### src/rtl/lab4d_seq_pkg.sv
// Shared types and widths for the LAB4D readout sequencer.
package lab4d_seq_pkg;

  localparam int unsigned HDR_W  = 4;
  localparam int unsigned DROP_W = 16;
  localparam int unsigned CNT_W  = 16;
  localparam int unsigned ST_W   = 3;

  typedef enum logic [ST_W-1:0] {
    ST_IDLE      = 3'd0,
    ST_FIFO_RST  = 3'd1,
    ST_START     = 3'd2,
    ST_WAIT_DONE = 3'd3,
    ST_WAIT_FILL = 3'd4,
    ST_LOCK      = 3'd5,
    ST_READY     = 3'd6,
    ST_UNLOCK    = 3'd7
  } state_t;

  // Saturating increment for the drop counter.
  function automatic logic [DROP_W-1:0] sat_inc(input logic [DROP_W-1:0] v);
    return (v == {DROP_W{1'b1}}) ? v : v + DROP_W'(1);
  endfunction

endpackage

### src/rtl/lab4d_trig_queue.sv
// Small synchronous FIFO of trigger header tags; wrap-bit pointers give full/empty.
module lab4d_trig_queue
  import lab4d_seq_pkg::*;
#(
  parameter int unsigned QDEPTH_LOG2 = 2
) (
  input  logic                   clk_i,
  input  logic                   rst_i,
  input  logic                   push_i,
  input  logic [HDR_W-1:0]       data_i,
  input  logic                   pop_i,
  output logic [HDR_W-1:0]       data_o,
  output logic                   full_o,
  output logic                   empty_o,
  output logic [QDEPTH_LOG2:0]   count_o
);

  localparam int unsigned DEPTH = 1 << QDEPTH_LOG2;
  localparam int unsigned PTR_W = QDEPTH_LOG2 + 1;

  logic [HDR_W-1:0] r_mem [DEPTH];
  logic [PTR_W-1:0] r_wptr;
  logic [PTR_W-1:0] r_rptr;
  logic             w_do_push;
  logic             w_do_pop;

  assign empty_o   = (r_wptr == r_rptr);
  assign full_o    = (r_wptr[QDEPTH_LOG2] != r_rptr[QDEPTH_LOG2]) &&
                     (r_wptr[QDEPTH_LOG2-1:0] == r_rptr[QDEPTH_LOG2-1:0]);
  assign w_do_pop  = pop_i && !empty_o;
  // A pop in the same cycle frees a slot, so a push at full is still taken.
  assign w_do_push = push_i && (!full_o || w_do_pop);
  assign count_o   = r_wptr - r_rptr;
  assign data_o    = r_mem[r_rptr[QDEPTH_LOG2-1:0]];

  // Pointer update.
  always_ff @(posedge clk_i or posedge rst_i) begin
    if (rst_i) begin
      r_wptr <= '0;
      r_rptr <= '0;
    end else begin
      if (w_do_push) r_wptr <= r_wptr + PTR_W'(1);
      if (w_do_pop)  r_rptr <= r_rptr + PTR_W'(1);
    end
  end

  // Header storage; contents are don't-care until written.
  always_ff @(posedge clk_i) begin
    if (w_do_push) r_mem[r_wptr[QDEPTH_LOG2-1:0]] <= data_i;
  end

endmodule

### src/rtl/lab4d_readout_sequencer.sv
// Runs one FIFO-reset / readout / fill / DMA-handoff cycle per queued trigger.
module lab4d_readout_sequencer
  import lab4d_seq_pkg::*;
#(
  parameter int unsigned NLAB            = 12,
  parameter int unsigned QDEPTH_LOG2     = 2,
  parameter int unsigned FIFO_RST_CYCLES = 8,
  parameter int unsigned DONE_TIMEOUT    = 65535
) (
  input  logic                   clk_i,
  input  logic                   rst_i,
  input  logic                   enable_i,
  input  logic                   trig_i,
  input  logic [HDR_W-1:0]       trig_header_i,
  output logic                   readout_o,
  output logic [HDR_W-1:0]       readout_header_o,
  output logic                   readout_rst_o,
  output logic                   readout_fifo_rst_o,
  input  logic                   complete_i,
  input  logic [NLAB-1:0]        readout_fifo_empty_i,
  output logic                   dma_lock_o,
  input  logic                   dma_locked_i,
  output logic                   event_ready_o,
  input  logic                   event_ack_i,
  output logic [QDEPTH_LOG2:0]   pending_o,
  output logic [DROP_W-1:0]      dropped_o,
  output logic                   timeout_o,
  output logic                   busy_o,
  output logic [ST_W-1:0]        state_o
);

  localparam logic [CNT_W-1:0] RST_LAST = CNT_W'(FIFO_RST_CYCLES - 1);
  localparam logic [CNT_W-1:0] TMO_LAST = CNT_W'(DONE_TIMEOUT - 1);

  state_t           r_state;
  state_t           w_state_nxt;
  logic [CNT_W-1:0] r_cnt;
  logic             r_abort_pend;
  logic             w_abort;
  logic             w_pop;
  logic             w_push_req;
  logic             w_drop;
  logic             w_q_full;
  logic             w_q_empty;
  logic [HDR_W-1:0] w_q_head;
  logic             w_fill_done;
  logic             w_readout_nxt;
  logic             w_fifo_rst_nxt;
  logic             w_dma_lock_nxt;
  logic             w_event_ready_nxt;
  logic             w_busy_nxt;

  assign w_push_req  = trig_i && enable_i;
  assign w_drop      = w_push_req && w_q_full && !w_pop;
  assign w_fill_done = ~|readout_fifo_empty_i;
  assign state_o     = r_state;

  lab4d_trig_queue #(
    .QDEPTH_LOG2 (QDEPTH_LOG2)
  ) u_queue (
    .clk_i   (clk_i),
    .rst_i   (rst_i),
    .push_i  (w_push_req),
    .data_i  (trig_header_i),
    .pop_i   (w_pop),
    .data_o  (w_q_head),
    .full_o  (w_q_full),
    .empty_o (w_q_empty),
    .count_o (pending_o)
  );

  // State, shared dwell counter and abort-return flag.
  always_ff @(posedge clk_i or posedge rst_i) begin
    if (rst_i) begin
      r_state      <= ST_IDLE;
      r_cnt        <= '0;
      r_abort_pend <= 1'b0;
    end else begin
      r_state <= w_state_nxt;
      r_cnt   <= (w_state_nxt != r_state) ? '0 : r_cnt + CNT_W'(1);
      if (w_abort) begin
        r_abort_pend <= 1'b1;
      end else if (r_state == ST_FIFO_RST && w_state_nxt != ST_FIFO_RST) begin
        r_abort_pend <= 1'b0;
      end
    end
  end

  // Next-state decode; abort re-enters FIFO_RST and then returns to IDLE.
  always_comb begin
    w_state_nxt = r_state;
    w_abort     = 1'b0;
    w_pop       = 1'b0;
    unique case (r_state)
      ST_IDLE: begin
        if (!w_q_empty && !dma_locked_i) begin
          w_pop       = 1'b1;
          w_state_nxt = ST_FIFO_RST;
        end
      end
      ST_FIFO_RST: begin
        if (r_cnt == RST_LAST) w_state_nxt = r_abort_pend ? ST_IDLE : ST_START;
      end
      ST_START: w_state_nxt = ST_WAIT_DONE;
      ST_WAIT_DONE: begin
        if (complete_i) begin
          w_state_nxt = ST_WAIT_FILL;
        end else if (r_cnt == TMO_LAST) begin
          w_abort     = 1'b1;
          w_state_nxt = ST_FIFO_RST;
        end
      end
      ST_WAIT_FILL: begin
        if (w_fill_done) begin
          w_state_nxt = ST_LOCK;
        end else if (r_cnt == TMO_LAST) begin
          w_abort     = 1'b1;
          w_state_nxt = ST_FIFO_RST;
        end
      end
      ST_LOCK:   if (dma_locked_i)  w_state_nxt = ST_READY;
      ST_READY:  if (event_ack_i)   w_state_nxt = ST_UNLOCK;
      ST_UNLOCK: if (!dma_locked_i) w_state_nxt = ST_IDLE;
      default:   w_state_nxt = ST_IDLE;
    endcase
  end

  // Output decode from the upcoming state so registered outputs align with it.
  always_comb begin
    w_readout_nxt     = (w_state_nxt == ST_START);
    w_fifo_rst_nxt    = (w_state_nxt == ST_FIFO_RST);
    w_dma_lock_nxt    = (w_state_nxt == ST_LOCK) || (w_state_nxt == ST_READY);
    w_event_ready_nxt = (w_state_nxt == ST_READY);
    w_busy_nxt        = (w_state_nxt != ST_IDLE);
  end

  // Output registers, header latch, sticky timeout and drop counter.
  always_ff @(posedge clk_i or posedge rst_i) begin
    if (rst_i) begin
      readout_o          <= 1'b0;
      readout_rst_o      <= 1'b0;
      readout_fifo_rst_o <= 1'b0;
      dma_lock_o         <= 1'b0;
      event_ready_o      <= 1'b0;
      busy_o             <= 1'b0;
      timeout_o          <= 1'b0;
      readout_header_o   <= '0;
      dropped_o          <= '0;
    end else begin
      readout_o          <= w_readout_nxt;
      readout_rst_o      <= w_abort;
      readout_fifo_rst_o <= w_fifo_rst_nxt;
      dma_lock_o         <= w_dma_lock_nxt;
      event_ready_o      <= w_event_ready_nxt;
      busy_o             <= w_busy_nxt;
      if (w_abort) timeout_o        <= 1'b1;
      if (w_pop)   readout_header_o <= w_q_head;
      if (w_drop)  dropped_o        <= sat_inc(dropped_o);
    end
  end

endmodule

### config.mk
export PLATFORM = sky130hd
export DESIGN_NAME = lab4d_readout_sequencer
export DESIGN_NICKNAME = d
export VERILOG_FILES = /design/src/rtl/lab4d_seq_pkg.sv /design/src/rtl/lab4d_trig_queue.sv /design/src/rtl/lab4d_readout_sequencer.sv
export SDC_FILE = /design/constraint.sdc
export NUM_CORES = 1
export LEC_CHECK = 0
export BUFFER_PORTS_ARGS = -buffer_cell sky130_fd_sc_hd__buf_4
export CAP_MARGIN = 20
export CELL_PAD_IN_SITES_DETAIL_PLACEMENT = 1
export CELL_PAD_IN_SITES_GLOBAL_PLACEMENT = 1
export CORE_MARGIN = 4
export CORE_UTILIZATION = 37
export CTS_CLUSTER_DIAMETER = 150
export DETAILED_ROUTE_END_ITERATION = 10
export PLACE_DENSITY = 0.77
export SLEW_MARGIN = 20
export SYNTH_ARGS = -nofsm -noshare
export SYNTH_HDL_FRONTEND = slang
export SYNTH_HIERARCHICAL = 1
export SYNTH_SLANG_ARGS = --single-unit
export TNS_END_PERCENT = 10
### constraint.sdc
create_clock -name clk_i -period 3.65 [get_ports clk_i]
set_clock_uncertainty 0.2 [all_clocks]
set_input_delay 0.9125 -clock clk_i [delete_from_list [all_inputs] [get_ports clk_i]]
set_output_delay 0.9125 -clock clk_i [all_outputs]
set_load 0.02 [all_outputs]
# After elaboration in Yosys (flattened, before gate mapping)
# Memory sizes are Yosys's and may differ from the RTL's. A register that Yosys moved wholly into a read port is not among the register bits.
# Cells that the tools add are included.
[totals]
regBits = 49
latch_bits = 0
ramBits = 16
romBits = 0
output_inout_bits = 33
word_cells = 79
mem_count = 1
[mem_list]
columns = ["name", "depth", "width", "read_ports", "rd_ports_with_merged_regs", "write_ports", "line_no", "source"]
rows = [
  ["u_queue.r_mem", 4, 4, 1, 1, 1, "lab4d_trig_queue.sv:21", "logic [HDR_W-1:0] r_mem [DEPTH];"],
]
[op_classes]
n_addsub = 5
mul = 0
n_div = 0
n_lt_le_gt_ge = 0
eq_ne = 19
n_shift = 0
n_mux = 21
n_bitwise = 1
n_reduce_logical = 19
[op_table]
columns = ["op", "count"]
rows = [
  ["adder 16 x 1 -> 16 bit, second input constant", 2],
  ["== test 16 bit, second input constant", 2],
  ["two-way mux 3 bit", 8],
  ["case mux 3 bit (8 select lines)", 1],
  ["== test 3 bit, second input constant", 6],
  ["== test 16 x 3 -> 1 bit, second input constant", 1],
  ["two-way mux 16 bit", 1],
  ["OR reduction 12 bit", 1],
  ["== test 3 x 2 -> 1 bit, second input constant", 3],
  ["two-way mux 1 bit", 9],
  ["logical AND 1 bit", 8],
  ["adder 3 x 1 -> 3 bit, second input constant", 2],
  ["== test 3 x 1 -> 1 bit, second input constant", 2],
  ["zero test 1 bit", 4],
  ["== test 3 bit", 1],
  ["zero test 3 bit", 1],
  ["inequality test 3 x 1 -> 1 bit, second input constant", 1],
  ["inequality test 3 bit", 1],
  ["nonzero test 3 bit", 1],
  ["subtractor 3 bit", 1],
  ["== test 2 bit", 1],
  ["logical OR 1 bit", 2],
  ["two-way mux 2 bit", 1],
  ["case mux 1 bit (2 select lines)", 1],
  ["other kinds (4)", 4],
]

# Logic depth before layout (Yosys ltp)
[depth]
ltp_word = 10
mapped_depth = 10
mapped_depth_nobuf = 8

# Cells and area by module
# Netlist, hierarchy kept.
[modules_own_cells]
columns = ["mod", "n_inst", "cells_per_inst", "area_each_um2"]
rows = [
  ["lab4d_readout_sequencer", 1, 221, 2371.0],
  ["lab4d_trig_queue", 1, 67, 1038.5],
]

# Least setup slack after synthesis
# OpenSTA, ideal clock, no wires.
[synth_path]
path_kind = "register to register"
from = "register u_queue.r_rptr[1]"
to = "memory u_queue.r_mem[3][0] (enable)"
setup_ns = 0.298
t_arrival_ns = 2.147
t_required_ns = 3.152
setup_slack_ns = 1.005
path_stages_with_launch = 10
path_buffers = 1
cell_sequence = "dfrtp_1 inv_1 ha_1 nand2_1 nor2_1 nor4b_1 clkbuf_1 nand3b_1 o21a_2 and2_2"
[synth_via]
elab_chain_cells = 10
[synth_rtl]
columns = ["element", "line_no", "source"]
rows = [
  ["start: declaration", "lab4d_trig_queue.sv:23", "logic [PTR_W-1:0] r_rptr;"],
  ["start signal: assignment", "lab4d_trig_queue.sv:43", "if (w_do_pop) r_rptr <= r_rptr + PTR_W'(1);"],
  ["== test 3 bit", "lab4d_trig_queue.sv:27", "assign empty_o = (r_wptr == r_rptr);"],
  ["net w_q_empty", "lab4d_readout_sequencer.sv:44", "logic w_q_empty;"],
  ["zero test 1 bit", "lab4d_readout_sequencer.sv:96", "if (!w_q_empty && !dma_locked_i) begin"],
  ["logical AND 1 bit", "lab4d_readout_sequencer.sv:96", ""],
  ["two-way mux 1 bit", "lab4d_readout_sequencer.sv:96", ""],
  ["two-way mux 1 bit", "lab4d_readout_sequencer.sv:94", "unique case (r_state)"],
  ["net w_pop", "lab4d_readout_sequencer.sv:40", "logic w_pop;"],
  ["logical AND 1 bit", "lab4d_trig_queue.sv:30", "assign w_do_pop = pop_i && !empty_o;"],
  ["logical OR 1 bit", "lab4d_trig_queue.sv:32", "assign w_do_push = push_i && (!full_o || w_do_pop);"],
  ["logical AND 1 bit", "lab4d_trig_queue.sv:32", ""],
  ["two-way mux 1 bit", "lab4d_trig_queue.sv:49", "if (w_do_push) r_mem[r_wptr[QDEPTH_LOG2-1:0]] <= data_i;"],
  ["two-way mux 1 bit (implied by the code)", "lab4d_trig_queue.sv:49", ""],
  ["end: declaration", "lab4d_trig_queue.sv:21", ""],
]
# The timed path passes the listed nets, and every way through them passes these cells.

# Worst setup path in the final report
[layout_path]
from = "register u_queue.r_rptr[0]"
to = "output pending_o[2]"
[layout_via]
elab_chain_cells = 1
[layout_rtl]
columns = ["element", "line_no", "source"]
rows = [
  ["subtractor 3 bit", "lab4d_trig_queue.sv:33", "assign count_o = r_wptr - r_rptr;"],
  ["end: declaration", "lab4d_readout_sequencer.sv:25", "output logic [QDEPTH_LOG2:0] pending_o,"],
]
# Every way passes these cells.

==> summary.md <==
| Metric | Value |
|---|---|
| RSZ-0062 raised after global routing | no |
| Met2 Use GR | 0.254 |
| Post-Syn Nets | 322 |
| Fraction of the mapped netlist area in compound gates | 0.0385 |
| Netlist Area Pre-Place | about 0.0034 mm² |
| Dominant cells by area after synthesis | dfrtp_1, edfxtp_1, xnor2_1, xor2_1, ha_1 |
| Met3 usage | 0.0341 |
| Area fraction of the dominant cell type after synthesis | 0.389 |
| Post-Synth XOR/XNOR Area | 0.0925 |
| CTS buffer count | 9 |
| Post-CTS setup buffer count | 0 |
| Met1 usage | 0.183 |
| Clock transition at path regs | approximately 80 ps |
| Largest net degree at the start of global routing | between 40 and 50 |
| Comb pwr share | 0.413 |
| Detailed Place HPWL | 5470 µm |
| Busiest grt layer | met2 |
| Rows | 34 |
| Fraction of registers with async set/reset | 0.768 |
| Total track usage | 0.149 |
| WHS | 278 ps |
| Worst Hold Class | input port to asynchronous set/reset pin |
| Kind of end point of the critical path | primary output |
| Hold_buf cts | 0 |
| Area of the core | between 0.008 and 0.009 mm² |
| Post-synthesis mux area share | 0.0602 |
| CP arrival | around 1900 ps |
| Seq pwr share | 0.373 |
| Final min period | ~3000 ps |
| CTS root buf | clkbuf_8 |
| Final hold viol count | 0 |
| Setup_tns | 0 ps |
| First-pass GRT wire length | 13000 µm |
| Post-Syn Area per Cell | around 12 µm² |
| Clock Sinks | 69 |
| Cell-internal power | 0.00170 W |
| Switching Share | 0.423 |
| Share of layout cells above drive strength 1 | 0.312 |
| CTS tree | built |
| Initial Utilization | 0.385 |
| Die width | approximately 100 µm |
| Clock Tree Buf Depth | 2 |
| Final Util | 0.467 |
| Drt drc | 0 |
| Synth Area in Simple Gates | 0.210 |
| Synth Instances | approximately 290 |
| Rel. slew slack | 0.438 |
| Area leader, netlist | dfrtp_1 |
| Die area | 0.0108 mm² |
| Net Sw Power | about 0.0012 W |
| Area occupied by multi-input gates | 0.00152 mm² |
| Largest vdd supply drop | roughly 600 µV |
| Least-Margin Pin Slew | 842 ps |
| PwrDens | approximately 700 mW/mm² |
| Critical path class | flop to primary output |
| Tot Pwr | about 0.003 W |
| Synth warn | 6 |
| Library cells used by synthesis | 50 |
| Most used DFF post-synth | dfrtp_1 |
| I/O Pins | 56 |
| Setup crit start kind | flop |
| Outcome | completed |
| EDFF count, synth | 16 |
| Worst-path maximum fanout | 7 |
| Layout fillers | roughly 990 |
| Nets | around 380 |
| Height of the die | 104 µm |
| WP data required | roughly 2500 ps |
| Cts repair resizes | 0 |
| Inserted Diodes | 0 |
| DR vias | approximately 2.4k |
| Gpl congestion | roughly 0.81 |
| Post-route clock period utilization | 0.830 |
| Clock Latency Late Sink | 360 ps |
| Area Overhead vs Synth | 21.1% |
| Max Cap Viol | 0 |
| Final setup vio count | 0 |
| Seq/Total Area, Yosys | 0.530 |
| Total wire length | 7590 µm |
| FF+latch count, synth | about 70 |
| DRT iter0 DRCs | 84 |
| Avg WL per Cell | 16.5 µm |
| Post-route ant nets | 0 |
| Initial antenna violation count | 0 |
| Flip-flop and latch area | between 0.0015 and 0.002 mm² |
| Vias in the first global route | approximately 2.6k |
| Leakage power total | 1.79 nW |
| Fraction of power consumed by the clock network | 0.215 |
| Largest family of logic cells by synthesized area | simple AND/OR/NAND/NOR gates |
| Drt first pass iters | 5 |
| Number of vias per cell | a little over 5 |
| Post-synthesis adder-cell area fraction | 0.0426 |
| H-tree depth | 3 |
| Port bufs | 55 |
| Grt total ovfl | 0 |
| Slew Limit Fails | 0 |
| Max Fclk | approximately 0.33 GHz |
[flip-flops by register name, summed over array words and instances (netlist names), 3 cells and up]
name	cells
dropped_o	16
r_cnt	16
readout_header_o	4
state_o	3
u_queue/r_mem	16
u_queue/r_rptr	3
u_queue/r_wptr	3
[layer usage]
metal	routed length [µm]	share of wire	vias up
met5	0	0	-
met4	102	0.013	0
met3	224	0.030	9
met2	3910	0.51	35
met1	3360	0.44	1201
li1	-	-	1150
[per-stage QoR]
stage / area (µm²) / std cells / setup WS [ps]
4_1_cts: 4130 / 461 / 584
3_5_place_dp: 3930 / 445 / 723
5_1_grt: 4130 / 461 / 512
6_report: 4130 / 461 / 622
2_1_floorplan: 3410 / 288 / 1000
3_3_place_gp: 3930 / 445 / 765
[layout make-up]
type	count	share of cell area
Inverter	11	0.0103
Sequential cell	69	0.437
Tap cell	108	0.0327
Clock inverter	7	0.0182
Clock buffer	9	0.0300
Multi-Input combinational cell	200	0.368
Timing Repair Buffer	57	0.104
[cells in the mapped netlist (2+ instances only)]
| library cell | instances |
|---|---|
| nor3_1 | 14 |
| mux2_2 | 8 |
| buf_2 | 3 |
| mux4_2 | 4 |
| and4_1 | 3 |
| nor4b_1 | 4 |
| dfrtp_1 | 53 |
| inv_1 | 10 |
| nand2_1 | 24 |
| nand4_1 | 7 |
| or4_1 | 3 |
| nor4_1 | 6 |
| and2_2 | 4 |
| xnor2_1 | 20 |
| edfxtp_1 | 16 |
| or3_1 | 3 |
| ha_1 | 10 |
| o21ai_0 | 6 |
| nor3_2 | 10 |
| nor2_1 | 14 |
| buf_4 | 2 |
| clkbuf_1 | 2 |
| nor3b_1 | 2 |
| nand3_1 | 14 |
| a21o_1 | 2 |
| and3_1 | 3 |
| and2_1 | 3 |
| xor2_1 | 16 |
[worst max-delay path: stages (launching register included)]
cell	delay [ps]
dfrtp_1	530
ha_1	270
fa_1	380
xnor2_1	210
buf_4	180
[layout by cell type, fill, tap and decap left out, types with 4 or more instances in the layout]
cell | Yosys | layout
xnor2_1 | 20 | 20
edfxtp_1 | 16 | 16
mux2_2 | 8 | 8
dfrtp_1 | 53 | 53
nor4_1 | 6 | 6
nor3_1 | 14 | 14
xor2_1 | 16 | 16
ha_1 | 10 | 10
nand2_1 | 24 | 24
inv_1 | 10 | 9
mux4_2 | 4 | 4
and2_2 | 4 | 4
nand4_1 | 7 | 7
o21ai_0 | 6 | 6
buf_4 | 2 | 57
nand3_1 | 14 | 14
nor2_1 | 14 | 14
nor3_2 | 10 | 10
clkbuf_8 | 0 | 9
[cells by family (layout without fill, tap and decap cells)]
family / count (synthesis) / count (layout)
AND/OR/NAND/NOR: 121 / 121
flip-flops: 69 / 69
XOR/XNOR: 36 / 36
buffers and inverters: 19 / 84
AO/OA/AOI/OAI: 18 / 18
multiplexers: 14 / 14
adder cells (fa/ha/maj): 11 / 11
[power by group through the flow]
stage	Clock, W	Sequential (W)	Combinational, W
floorplan	0	0.00111	0.000868
global placement	0	0.00110	0.00118
detailed placement	0	0.00111	0.00122
CTS	0.000648	0.00110	0.00123
global route	0.000681	0.00112	0.00135
finish	0.000631	0.00110	0.00121
[final timing paths]
path | start | end | slack, ps | cells past startpoint
min in group clk_i | timeout_o$_DFFE_PP0P_ | timeout_o$_DFFE_PP0P_ | 280 | 1
max in group asynchronous | rst_i | busy_o$_DFF_PP0_ | 2240 | 2
setup / recovery | u_queue/r_rptr[0]$_DFFE_PP0P_ | pending_o[2] | 620 | 4
setup reg to reg | u_queue/r_rptr[0]$_DFFE_PP0P_ | u_queue/r_mem[0][1]$_DFFE_PP_ | 720 | 8
hold / removal | rst_i | u_queue/r_wptr[1]$_DFFE_PP0P_ | 280 | 2
hold reg to reg | timeout_o$_DFFE_PP0P_ | timeout_o$_DFFE_PP0P_ | 280 | 1
(Power assumes the default switching activity.)
